==> src/rtl/iobuf_turnaround_arb.sv <==
// Two-port round-robin arbiter for a shared tri-state pad bus, with a guaranteed
// high-Z turnaround window between bursts.
module iobuf_turnaround_arb #(
    parameter int unsigned WIDTH     = 8,
    parameter int unsigned MAX_BURST = 4,
    parameter int unsigned TURN_CYC  = 1
) (
    input  logic             C,
    input  logic             CLR_N,
    input  logic             REQ0,
    input  logic             REQ1,
    input  logic             WE0,
    input  logic             WE1,
    input  logic [WIDTH-1:0] D0,
    input  logic [WIDTH-1:0] D1,
    output logic             GNT0,
    output logic             GNT1,
    output logic [WIDTH-1:0] Q0,
    output logic [WIDTH-1:0] Q1,
    output logic             QV0,
    output logic             QV1,
    output logic             PAD_T,
    output logic [WIDTH-1:0] PAD_I,
    input  logic [WIDTH-1:0] PAD_O
);

    localparam logic [1:0] StIdle = 2'd0;
    localparam logic [1:0] StOwn  = 2'd1;
    localparam logic [1:0] StTurn = 2'd2;

    localparam logic [3:0] MaxBeats = 4'(MAX_BURST);
    localparam logic [2:0] TurnCyc  = 3'(TURN_CYC);

    logic [1:0]       state_q, state_d;
    logic             owner_q, owner_d;
    logic             last_q, last_d;
    logic [3:0]       beats_q, beats_d;
    logic             dir_q, dir_d;
    logic [2:0]       turn_q, turn_d;
    logic             gnt0_q, gnt0_d, gnt1_q, gnt1_d;
    logic             pad_t_q, pad_t_d;
    logic [WIDTH-1:0] pad_i_q, pad_i_d;
    logic             rd_pend_q, rd_pend_d, rd_port_q, rd_port_d;
    logic [WIDTH-1:0] q0_q, q0_d, q1_q, q1_d;
    logic             qv0_q, qv0_d, qv1_q, qv1_d;

    logic             own_req, own_we, accept, sel;
    logic [WIDTH-1:0] own_data;

    assign own_req  = owner_q ? REQ1 : REQ0;
    assign own_we   = owner_q ? WE1 : WE0;
    assign own_data = owner_q ? D1 : D0;
    // A direction change mid-burst is not a beat; it closes the burst instead.
    assign accept   = own_req && (own_we == dir_q);

    always_comb begin
        state_d   = state_q;
        owner_d   = owner_q;
        last_d    = last_q;
        beats_d   = beats_q;
        dir_d     = dir_q;
        turn_d    = turn_q;
        gnt0_d    = gnt0_q;
        gnt1_d    = gnt1_q;
        pad_t_d   = 1'b1;
        pad_i_d   = pad_i_q;
        rd_pend_d = 1'b0;
        rd_port_d = rd_port_q;
        q0_d      = q0_q;
        q1_d      = q1_q;
        qv0_d     = 1'b0;
        qv1_d     = 1'b0;
        sel       = 1'b0;

        // Read data is sampled one edge after the read beat was accepted.
        if (rd_pend_q) begin
            if (rd_port_q) begin
                q1_d  = PAD_O;
                qv1_d = 1'b1;
            end else begin
                q0_d  = PAD_O;
                qv0_d = 1'b1;
            end
        end

        case (state_q)
            StIdle: begin
                if (REQ0 || REQ1) begin
                    sel     = (REQ0 && REQ1) ? ~last_q : REQ1;
                    owner_d = sel;
                    last_d  = sel;
                    beats_d = '0;
                    dir_d   = sel ? WE1 : WE0;
                    gnt0_d  = ~sel;
                    gnt1_d  = sel;
                    state_d = StOwn;
                end
            end
            StOwn: begin
                if (accept) begin
                    beats_d = beats_q + 4'd1;
                    if (dir_q) begin
                        pad_t_d = 1'b0;
                        pad_i_d = own_data;
                    end else begin
                        rd_pend_d = 1'b1;
                        rd_port_d = owner_q;
                    end
                end
                if (!accept || (beats_q + 4'd1 == MaxBeats)) begin
                    gnt0_d = 1'b0;
                    gnt1_d = 1'b0;
                    if (TurnCyc == 3'd0) begin
                        state_d = StIdle;
                    end else begin
                        state_d = StTurn;
                        turn_d  = TurnCyc;
                    end
                end
            end
            StTurn: begin
                if (turn_q <= 3'd1) begin
                    turn_d  = '0;
                    state_d = StIdle;
                end else begin
                    turn_d = turn_q - 3'd1;
                end
            end
            default: state_d = StIdle;
        endcase
    end

    always_ff @(posedge C or negedge CLR_N) begin
        if (!CLR_N) begin
            state_q   <= StIdle;
            owner_q   <= 1'b0;
            last_q    <= 1'b1;
            beats_q   <= '0;
            dir_q     <= 1'b0;
            turn_q    <= '0;
            gnt0_q    <= 1'b0;
            gnt1_q    <= 1'b0;
            pad_t_q   <= 1'b1;
            pad_i_q   <= '0;
            rd_pend_q <= 1'b0;
            rd_port_q <= 1'b0;
            q0_q      <= '0;
            q1_q      <= '0;
            qv0_q     <= 1'b0;
            qv1_q     <= 1'b0;
        end else begin
            state_q   <= state_d;
            owner_q   <= owner_d;
            last_q    <= last_d;
            beats_q   <= beats_d;
            dir_q     <= dir_d;
            turn_q    <= turn_d;
            gnt0_q    <= gnt0_d;
            gnt1_q    <= gnt1_d;
            pad_t_q   <= pad_t_d;
            pad_i_q   <= pad_i_d;
            rd_pend_q <= rd_pend_d;
            rd_port_q <= rd_port_d;
            q0_q      <= q0_d;
            q1_q      <= q1_d;
            qv0_q     <= qv0_d;
            qv1_q     <= qv1_d;
        end
    end

    assign GNT0  = gnt0_q;
    assign GNT1  = gnt1_q;
    assign Q0    = q0_q;
    assign Q1    = q1_q;
    assign QV0   = qv0_q;
    assign QV1   = qv1_q;
    assign PAD_T = pad_t_q;
    assign PAD_I = pad_i_q;

endmodule

==> config.mk <==
export PLATFORM = sky130hd
export DESIGN_NAME = iobuf_turnaround_arb
export DESIGN_NICKNAME = d
export VERILOG_FILES = /design/src/rtl/iobuf_turnaround_arb.sv
export SDC_FILE = /design/constraint.sdc
export NUM_CORES = 1
export LEC_CHECK = 0
export CORE_MARGIN = 2
export CORE_UTILIZATION = 36
export CTS_CLUSTER_DIAMETER = 120
export DETAILED_ROUTE_END_ITERATION = 8
export GPL_TIMING_DRIVEN = 0
export PLACE_DENSITY = 0.7
export SETUP_SLACK_MARGIN = 0.3
export SYNTH_ARGS = -nofsm -noshare
export SYNTH_HDL_FRONTEND = slang
export SYNTH_SLANG_ARGS = --single-unit
==> constraint.sdc <==
create_clock -name C -period 2.1 [get_ports C]
set_input_delay 0.21 -clock C [delete_from_list [all_inputs] [get_ports C]]
set_output_delay 0.21 -clock C [all_outputs]
set_load 0.02 [all_outputs]
==> flow_summary.toml <==
[layout]
final_cells = 300
fillCellCount = 482
drive_above_1_share_pct = 26.3
final_util_pct = 52.3
area_growth_pct = 39.8
num_antenna_cells = 0
fin_nets = 261

[yosys]
synth_top_area_share_pct = 49.8
synth_area_per_cell_um2 = 12.9
synth_area_leaders = "dfrtp_1 (50%), mux2_2 (14%), mux2_4 (5.8%), dfstp_2 (2.6%), ha_1 (2.4%)"
synth.most_common_cell = "dfrtp_1"
synth.net_count = 194
synth_edf_count = 0
synth_top_cells_by_count = "dfrtp_1 (41), mux2_2 (25), nand2_1 (10), inv_1 (8), mux2_4 (8)"
ys.flop_type = "dfrtp_1"
yosysTopAreaCell = "dfrtp_1"
ys_async_sr_fraction_pct = 100
synth_cell_type_count = 42
ys_seq_elements = 43
ys_seq_area_share_pct = 52.4
netlist_area_mm2 = 0.00206
synth_warnings = 0
netlist_instances = 160

[global_routing]
antenna_found_initial = 0
grt_pass1_vias = 1503
grt_max_degree = 24
track_usage_pct = 13.6
overflow = 0
grt_first_pass_wirelength_um = 6710

[floorplanning]
row_count = 27
start_util_pct = 37.4
die_area_mm2 = 0.00634
die_h_um = 79.6
core_area_mm2 = 0.00551
die_x_um = 79.6
boundaryPins = 59

[drt]
wl_um = 3940
wl_per_cell_um = 13.1
num_vias = 1455
first_iter_violations = 55
ant_nets = 0
via_per_inst = 4.85
firstDrtPassIters = 4
drc = 0

[worst_hold_path]
hp-class = "input pin to asynchronous set/reset pin"

[worst_setup_path]
rr_worst_depth = 5
crit_arrival_ns = 1.86
critical_path_buf_inv_count = 1
worstReg2RegEnd = "PAD_I[0]$_DFFE_PN0P_"
timing_worst_setup_path_type = "flop to flop"
path_max_fanout = 9
critPathSlowestCell = "dfrtp_1"
ff2ff_setup_slack_ns = 0.43
cp-start-kind = "flop"
cp_top_family = "flip-flops"
worstPathRequired_ns = 2.28
cp_cell_sequence = "buf_6, xor2_2, o22ai_4, nand3_4, mux2_4"
end_kind = "flop"
r2r-start = "dir_q$_DFFE_PN0P_"
cpPeakStageDelay_ns = 0.38

[timing]
finalSetupViolations = 0
finalCritPeriodShare_pct = 79.7
post-route-worst-setup-slack_ns = 0.425
skew_ns = 0.00811
slew_headroom_pct = 62.1
hold_viol = 0
max_freq_mhz = 597
rsz0062_at_grt = "no"
worstMarginPinSlew_ns = 0.568
min_period_ns = 1.67
final-max-slew-violation-count = 0

[clocking]
clock_sinks = 43
numCtsBuffers = 5
clk_latency_ns = 0.29
htree_levels = 2
cts_tree = "done"
clockBufferDepth = 2
path_clk_slew_ns = 0.08
cts_root_buffer = "clkbuf_8"

[placement]
place_congestion = 0.800
hpwlAfterDp_um = 3040
dp_cells = 291
dp_slack_ns = 0.206
portBuffers = 58

[status]
status = "finished, final reports clean"

[power]
pwr_density_cell_mw_per_mm2 = 1360
p_leak_nw = 1.24
vdd_ir_drop_max_uv = 559
power_mw = 3.92

[run]
cap_violations = 0
-- registers in the layout (all words and copies together), names as in the netlist --
register,cells
GNT0,1
GNT1,1
PAD_I,8
PAD_T,1
Q0,8
Q1,8
QV0,1
QV1,1
beats_q,4
dir_q,1
last_q,1
owner_q,1
rd_pend_q,1
rd_port_q,1
state_q,2
turn_q,3
-- metal layers --
metal	global-route usage (%)	up-vias	part of all wire [%]
met5	0	-	0
met4	3.62	0	0.96
met3	4.75	4	6.0
met2	22.6	42	48
met1	16.7	694	45
li1	-	715	-
-- final cells by class --
type	count	area [um2]	area share, %
flip-flops and latches	43	1080	37.5
multi-input cells	105	930	32.3
repair buffers	60	613	21.3
well taps	72	90.1	3.13
clock buffers	5	68.8	2.39
clock inverters	3	43.8	1.52
inverters	8	30.0	1.04
plain buffers	4	23.8	0.826
-- cells in the final DEF (no fill, tap or decap), drive strengths merged, types with 3 or more instances in the layout --
cell type      Yosys  layout
clkdlybuf4s50      0      57
dfrtp             41      41
mux2              33      33
nand2             10      10
inv                8       8
clkbuf             2       7
nand2b             6       6
o21ai              6       6
nand3              5       5
ha                 4       4
o22ai              4       4
buf                2       4
a211oi             3       3
a21oi              3       3
-- report_power, final --
part	internal, mW	switching (mW)	leakage [nW]
Clock	0.354	0.282	0.0581
Combinational	1.01	0.905	0.646
Sequential	1.17	0.203	0.534
Total	2.53	1.39	1.24
-- cells by family after synthesis --
logic type	synth area share, %
AOI/OAI and AO/OA	12.0
and+or+nand+nor	8.94
buffers and inverters	2.61
adders and majority gates	2.43
muxes	20.0
xor gates and xnor gates	1.58
DFF	52.4
-- how the worst max path moves through the flow --
stage / startpoint / end / slack [ns] / depth (start not counted)
6_report: dir_q$_DFFE_PN0P_ / PAD_I[0]$_DFFE_PN0P_ / 0.43 / 5
4_1_cts: state_q[0]$_DFFE_PN0P_ / GNT0$_DFFE_PN0P_ / 0.40 / 5
5_1_grt: dir_q$_DFFE_PN0P_ / PAD_I[2]$_DFFE_PN0P_ / 0.36 / 5
3_3_place_gp: CLR_N / Q0[4]$_DFFE_PN0P_ / -0.30 / 1
3_5_place_dp: REQ0 / PAD_I[0]$_DFFE_PN0P_ / 0.21 / 5
2_1_floorplan: dir_q$_DFFE_PN0P_ / PAD_I[0]$_DFFE_PN0P_ / 0.55 / 5
-- per-stage QoR --
stage          hold slack [ns]  cell area (um2)  TNS [ns]
6_report                 0.417             2880         0
5_1_grt                  0.461             2880         0
4_1_cts                  0.432             2870         0
3_5_place_dp             0.218             2750         0
3_3_place_gp             0.486             2730    -12.13
2_1_floorplan          -0.0856             2060         0
-- what timing repair did --
action,in CTS,in global routing
endpoints found under the hold margin,19,0
buffers inserted,0,0
resized for setup,0,1
hold buffers,1,0
setup endpoints to repair,0,2
Note: power is estimated with default switching activity, not from simulation.
